## config.mk

```make
export PLATFORM = sky130hd
export DESIGN_NAME = fifo_watermark
export DESIGN_NICKNAME = d
export VERILOG_FILES = /design/src/rtl/fifo_pkg.sv /design/src/rtl/fifo_ram.sv /design/src/rtl/fifo_watermark.sv
export SDC_FILE = /design/constraint.sdc
export NUM_CORES = 1
export LEC_CHECK = 0
export CAP_MARGIN = 20
export CORE_MARGIN = 5
export CORE_UTILIZATION = 30
export DETAILED_ROUTE_END_ITERATION = 8
export PLACE_DENSITY = 0.47
export RECOVER_POWER = 25
export SYNTH_ARGS = -nofsm -noshare
export SYNTH_HDL_FRONTEND = slang
export SYNTH_SLANG_ARGS = --single-unit
```

## constraint.sdc

```tcl
create_clock -name clk -period 2.8 [get_ports clk]
set_input_delay 0.7 -clock clk [delete_from_list [all_inputs] [get_ports clk]]
set_output_delay 0.7 -clock clk [all_outputs]
set_load 0.05 [all_outputs]
```

## src/rtl/fifo_pkg.sv

```systemverilog
// Shared definitions for FIFO users: address-width helper and the error-flag pair
// carried on status buses.
package fifo_pkg;

  function automatic int unsigned clog2(input int unsigned n);
    int unsigned r;
    r = 0;
    for (int unsigned i = 0; i < 32; i++) begin
      if ((32'd1 << i) < n) r = i + 1;
    end
    return r;
  endfunction

  typedef struct packed {
    logic overflow;
    logic underflow;
  } err_flags_t;

endpackage

```

## src/rtl/fifo_ram.sv

```systemverilog
// Simple dual-port storage: synchronous write, asynchronous read address.
// Kept separate so a vendor RAM macro can be dropped in.
module fifo_ram #(
  parameter int unsigned WIDTH = 8,
  parameter int unsigned DEPTH = 16,
  parameter int unsigned AW    = 4
) (
  input  logic             clk,
  input  logic             wr_en,
  input  logic [AW-1:0]    wr_addr,
  input  logic [WIDTH-1:0] wr_data,
  input  logic [AW-1:0]    rd_addr,
  output logic [WIDTH-1:0] rd_data
);

  logic [WIDTH-1:0] mem [DEPTH];

  always_ff @(posedge clk) begin
    if (wr_en) mem[wr_addr] <= wr_data;
  end

  assign rd_data = mem[rd_addr];

endmodule

```

## src/rtl/fifo_watermark.sv

```systemverilog
// Parametrised single-clock FIFO with exact occupancy, watermark flags, sticky
// overflow/underflow and selectable first-word-fall-through read mode.
module fifo_watermark
  import fifo_pkg::*;
#(
  parameter int unsigned WIDTH    = 8,
  parameter int unsigned DEPTH    = 16,
  parameter int unsigned AF_LEVEL = 12,
  parameter int unsigned AE_LEVEL = 4,
  parameter int unsigned FWFT     = 0,
  localparam int unsigned AW      = clog2(DEPTH)
) (
  input  logic             clk,
  input  logic             rst,
  input  logic             wr_en,
  input  logic [WIDTH-1:0] wr_data,
  input  logic             rd_en,
  output logic [WIDTH-1:0] rd_data,
  output logic             rd_valid,
  output logic             full,
  output logic             empty,
  output logic             almost_full,
  output logic             almost_empty,
  output logic [AW:0]      count,
  output logic             overflow,
  output logic             underflow,
  input  logic             clr_err
);

  logic [AW-1:0]    wr_ptr_q, wr_ptr_d;
  logic [AW-1:0]    rd_ptr_q, rd_ptr_d;
  logic [AW:0]      count_q, count_d;
  err_flags_t       err_q, err_d;
  logic             rd_ok, wr_ok;
  logic [WIDTH-1:0] ram_rdata;

  always_comb begin
    empty        = (count_q == '0);
    full         = (count_q == (AW+1)'(DEPTH));
    almost_full  = (count_q >= (AW+1)'(AF_LEVEL));
    almost_empty = (count_q <= (AW+1)'(AE_LEVEL));
    count        = count_q;
    overflow     = err_q.overflow;
    underflow    = err_q.underflow;
  end

  // A pop frees a slot in the same cycle, so a full FIFO still accepts a write alongside it.
  assign rd_ok = rd_en & ~empty;
  assign wr_ok = wr_en & (~full | rd_ok);

  always_comb begin
    wr_ptr_d = wr_ptr_q + AW'(wr_ok);
    rd_ptr_d = rd_ptr_q + AW'(rd_ok);
    count_d  = count_q;
    unique case ({wr_ok, rd_ok})
      2'b10:   count_d = count_q + 1'b1;
      2'b01:   count_d = count_q - 1'b1;
      default: count_d = count_q;
    endcase
    // A new error in the same cycle as clr_err wins.
    err_d.overflow  = (wr_en & ~wr_ok) | (err_q.overflow & ~clr_err);
    err_d.underflow = (rd_en & ~rd_ok) | (err_q.underflow & ~clr_err);
  end

  always_ff @(posedge clk) begin
    if (rst) begin
      wr_ptr_q <= '0;
      rd_ptr_q <= '0;
      count_q  <= '0;
      err_q    <= '0;
    end else begin
      wr_ptr_q <= wr_ptr_d;
      rd_ptr_q <= rd_ptr_d;
      count_q  <= count_d;
      err_q    <= err_d;
    end
  end

  fifo_ram #(
    .WIDTH(WIDTH),
    .DEPTH(DEPTH),
    .AW   (AW)
  ) u_ram (
    .clk    (clk),
    .wr_en  (wr_ok & ~rst),
    .wr_addr(wr_ptr_q),
    .wr_data(wr_data),
    .rd_addr(rd_ptr_q),
    .rd_data(ram_rdata)
  );

  if (FWFT != 0) begin : g_fwft
    assign rd_data  = ram_rdata;
    assign rd_valid = ~empty;
  end else begin : g_reg
    logic [WIDTH-1:0] rd_data_q, rd_data_d;
    logic             rd_valid_q, rd_valid_d;

    always_comb begin
      rd_data_d  = rd_ok ? ram_rdata : rd_data_q;
      rd_valid_d = rd_ok;
    end

    always_ff @(posedge clk) begin
      if (rst) begin
        rd_data_q  <= '0;
        rd_valid_q <= 1'b0;
      end else begin
        rd_data_q  <= rd_data_d;
        rd_valid_q <= rd_valid_d;
      end
    end

    assign rd_data  = rd_data_q;
    assign rd_valid = rd_valid_q;
  end

endmodule

```

==> summary.md <==
| Metric | Value |
|---|---|
| Reg-to-reg endpoint | count[4]$_SDFFE_PP0P_ |
| Clk pin slew, worst setup/hold paths | 0.06 ns |
| Final Max Tran Viols | 0 |
| DR DRC count | 0 |
| PortBufs | 32 |
| CP Data Required Time | 2.10 ns |
| Max-slew headroom | 0.363 |
| Layout overhead on the synthesized area | 23.0% |
| Die area | 23400 um^2 |
| Setup TNS | 0 ns |
| Share of cells above drive strength 1 | 0.256 |
| Detailed placement HPWL | 8.60 mm |
| Max-cap violation count | 0 |
| Setup violators final | 0 |
| Final hold vios | 0 |
| Synth unique cells | 46 |
| Drt wl/cell | 19.4 um |
| Post-route setup slack | 0.117 ns |
| Clock buffers created by TritonCTS | 17 |
| R2r startpoint | count[0]$_SDFFE_PP0P_ |
| R2r worst-path depth | 9 |
| Min-delay worst type | register to register |
| Inst Count DP | 644 |
| Final hold slack | 0.493 ns |
| Grt total ovfl | 0 |
| Pre-CTS setup slack | -0.146 ns |
| Post-CTS Setup Repair Bufs | 0 |
| Final instance area | 7530 um^2 |
| Commonest non-fill, non-tap cell in the layout | edfxtp_1 |
| Outcome | complete, no violations |
| DRT Wirelength | 13.1 mm |
| Power Density | 907 nW/um^2 |
| Critical Path Sink Type | output port |
| DR vias | 3159 |
| Least-Margin Pin Slew | 0.955 ns |
| Mean Syn Cell Area | 18.3 um^2 |
| Total Power | 6.83 mW |
| Clk_skew | 0.00796 ns |
| Initial antenna violation count | 0 |
| Post-Layout Cell Count | 676 |
| I/O pin cnt | 33 |
| GRT Total Usage | 0.116 |
| Mapped Area | 6120 um^2 |
| Vias per cell | 4.67 |
| RSZ-0062 raised after global routing | no |
| Crit Path Max Fanout | 8 |
| Core region area | 20200 um^2 |
| Post-Syn Nets | 356 |
| Worst hold path cell count | 2 |
| Register area share after synthesis | 0.707 |
| Period utilisation layout | 0.958 |
| Routability cong. | 0.736 |
| Number of global-route vias before repair | 3291 |
| Area post-placement | 6930 um^2 |
| Clk root buf | clkbuf_16 |
| Die Y | 153 um |
| DR pass1 iterations | 4 |
| Pin count of the biggest net entering global routing | 34 |
| CTS Hold Bufs | 0 |
| Clk sink count | 152 |
| Critical Path Source Type | register |
| Antenna Diode Count | 0 |
| Data arrival, critical path | 1.98 ns |
| Routed Antenna Nets | 0 |
| Synthesis-stage register bit count | 152 |
| Final Core Density | 0.373 |
| Post-Synthesis Cells | 335 |
| Crit path to | empty |
| F_max | 373 MHz |
| Htree depth | 4 |
| CTS tree | built |
| Initial drt markers | 167 |
| Peak supply drop | 0.504 mV |
| Kind of critical path | register to output port |
| Clk Latency, worst-skew pair | 0.42 ns |
| Clk buf depth | 2 |
| Fin crit period | 2.68 ns |
| Global-route wire length before repair | 19.8 mm |
| CP startpoint | count[0]$_SDFFE_PP0P_ |
| Initial Util | 0.303 |
| Post-CTS Resized | 0 |
| Std-Cell Rows | 52 |
| Chip width | 153 um |
| Nets | 414 |
| Leakage power | 2.45 nW |
| Synth warn | 0 |
| Most frequent cells in the layout | 128 x edfxtp_1, 32 x mux4_2, 26 x nor2_1, 26 x buf_4, 25 x clkdlybuf4s50_1 |
| R2R setup slack | 0.16 ns |
## synth_stat cells, drive strengths merged
| cell type | n | area [um^2] |
|---|---|---|
| o21a | 1 | 7.51 |
| mux4 | 32 | 721 |
| inv | 3 | 11.3 |
| a21oi | 1 | 5.00 |
| o21ai | 2 | 21.3 |
| a21o | 3 | 22.5 |
| a32oi | 1 | 8.76 |
| nand2b | 6 | 37.5 |
| a221oi | 1 | 8.76 |
| o221ai | 8 | 70.1 |
| nand3b | 9 | 67.6 |
| or3 | 2 | 12.5 |
| a2111oi | 1 | 8.76 |
| nor4 | 1 | 6.26 |
| edfxtp | 128 | 3840 |
| fa | 1 | 20.0 |
| or4 | 2 | 15.0 |
| or2 | 1 | 6.26 |
| and3 | 1 | 6.26 |
| xor2 | 2 | 17.5 |
| a211oi | 1 | 7.51 |
| buf | 7 | 36.3 |
| mux2 | 3 | 45.0 |
| nand2 | 2 | 7.51 |
| or4b | 2 | 20.0 |
| nor2b | 9 | 56.3 |
| clkbuf | 13 | 50.0 |
| mux2i | 19 | 206 |
| nand3 | 2 | 10.0 |
| and2 | 1 | 6.26 |
| ha | 7 | 87.6 |
| xnor2 | 3 | 26.3 |
| dfxtp | 24 | 480 |
| nand4 | 2 | 12.5 |
| nor2 | 26 | 97.6 |
| a211o | 1 | 8.76 |
| nor3 | 5 | 25.0 |
| nand4bb | 1 | 11.3 |
| a22oi | 1 | 7.51 |
## per-layer routing
metal	GRT usage	vias up	part of all wire
li1	-	1462	-
met1	0.156	1626	0.47
met2	0.181	57	0.48
met3	0.0390	14	0.041
met4	0.0331	0	0.012
met5	0	-	0
## kinds of logic after synthesis
kind of cell,share of synthesized area
muxes,0.159
and+or+nand+nor,0.0650
xor gates and xnor gates,0.00716
adders and majority gates,0.0176
AOI/OAI and AO/OA,0.0288
buffers and inverters,0.0159
DFF,0.707
## worst max-delay path, stage by stage, from the launching register on
cell and delay (ns):
dfxtp_2 0.36, or4_1 0.61, buf_4 0.20, nor2_1 0.22, buf_12 0.18
## state kept, by name, indices dropped and copies added (netlist names)
| name | count |
|---|---|
| underflow | 1 |
| wr_ptr_q | 4 |
| count | 5 |
| rd_valid | 1 |
| u_ram.mem | 128 |
| rd_ptr_q | 4 |
| rd_data | 8 |
| overflow | 1 |
## how the worst min path moves through the flow
stage,startpoint,end,slack [ns]
after floorplan,rd_ptr_q[1]$_SDFF_PP0_,rd_ptr_q[3]$_SDFF_PP0_,0.54
after global placement,overflow$_SDFF_PP0_,overflow$_SDFF_PP0_,0.48
after detailed placement,overflow$_SDFF_PP0_,overflow$_SDFF_PP0_,0.50
after CTS,overflow$_SDFF_PP0_,overflow$_SDFF_PP0_,0.51
after global routing,overflow$_SDFF_PP0_,overflow$_SDFF_PP0_,0.55
final,overflow$_SDFF_PP0_,overflow$_SDFF_PP0_,0.49
## cell type report
type                       count  area (um^2)
multi-input combinational    160         1710
tap                          270          338
sequential                   152         4330
timing repair buffer          59          539
clock buffer                  18          429
clock inverter                14          173
inverter                       3         11.3
fill                        1903        12600
## power by group
part	internal [mW]	switching [mW]	total (mW)
Combinational	0.797	0.991	1.79
Sequential	2.57	0.145	2.72
Clock	1.41	0.911	2.32
Total	4.78	2.05	6.83
Power figures use the tool's default switching activity.
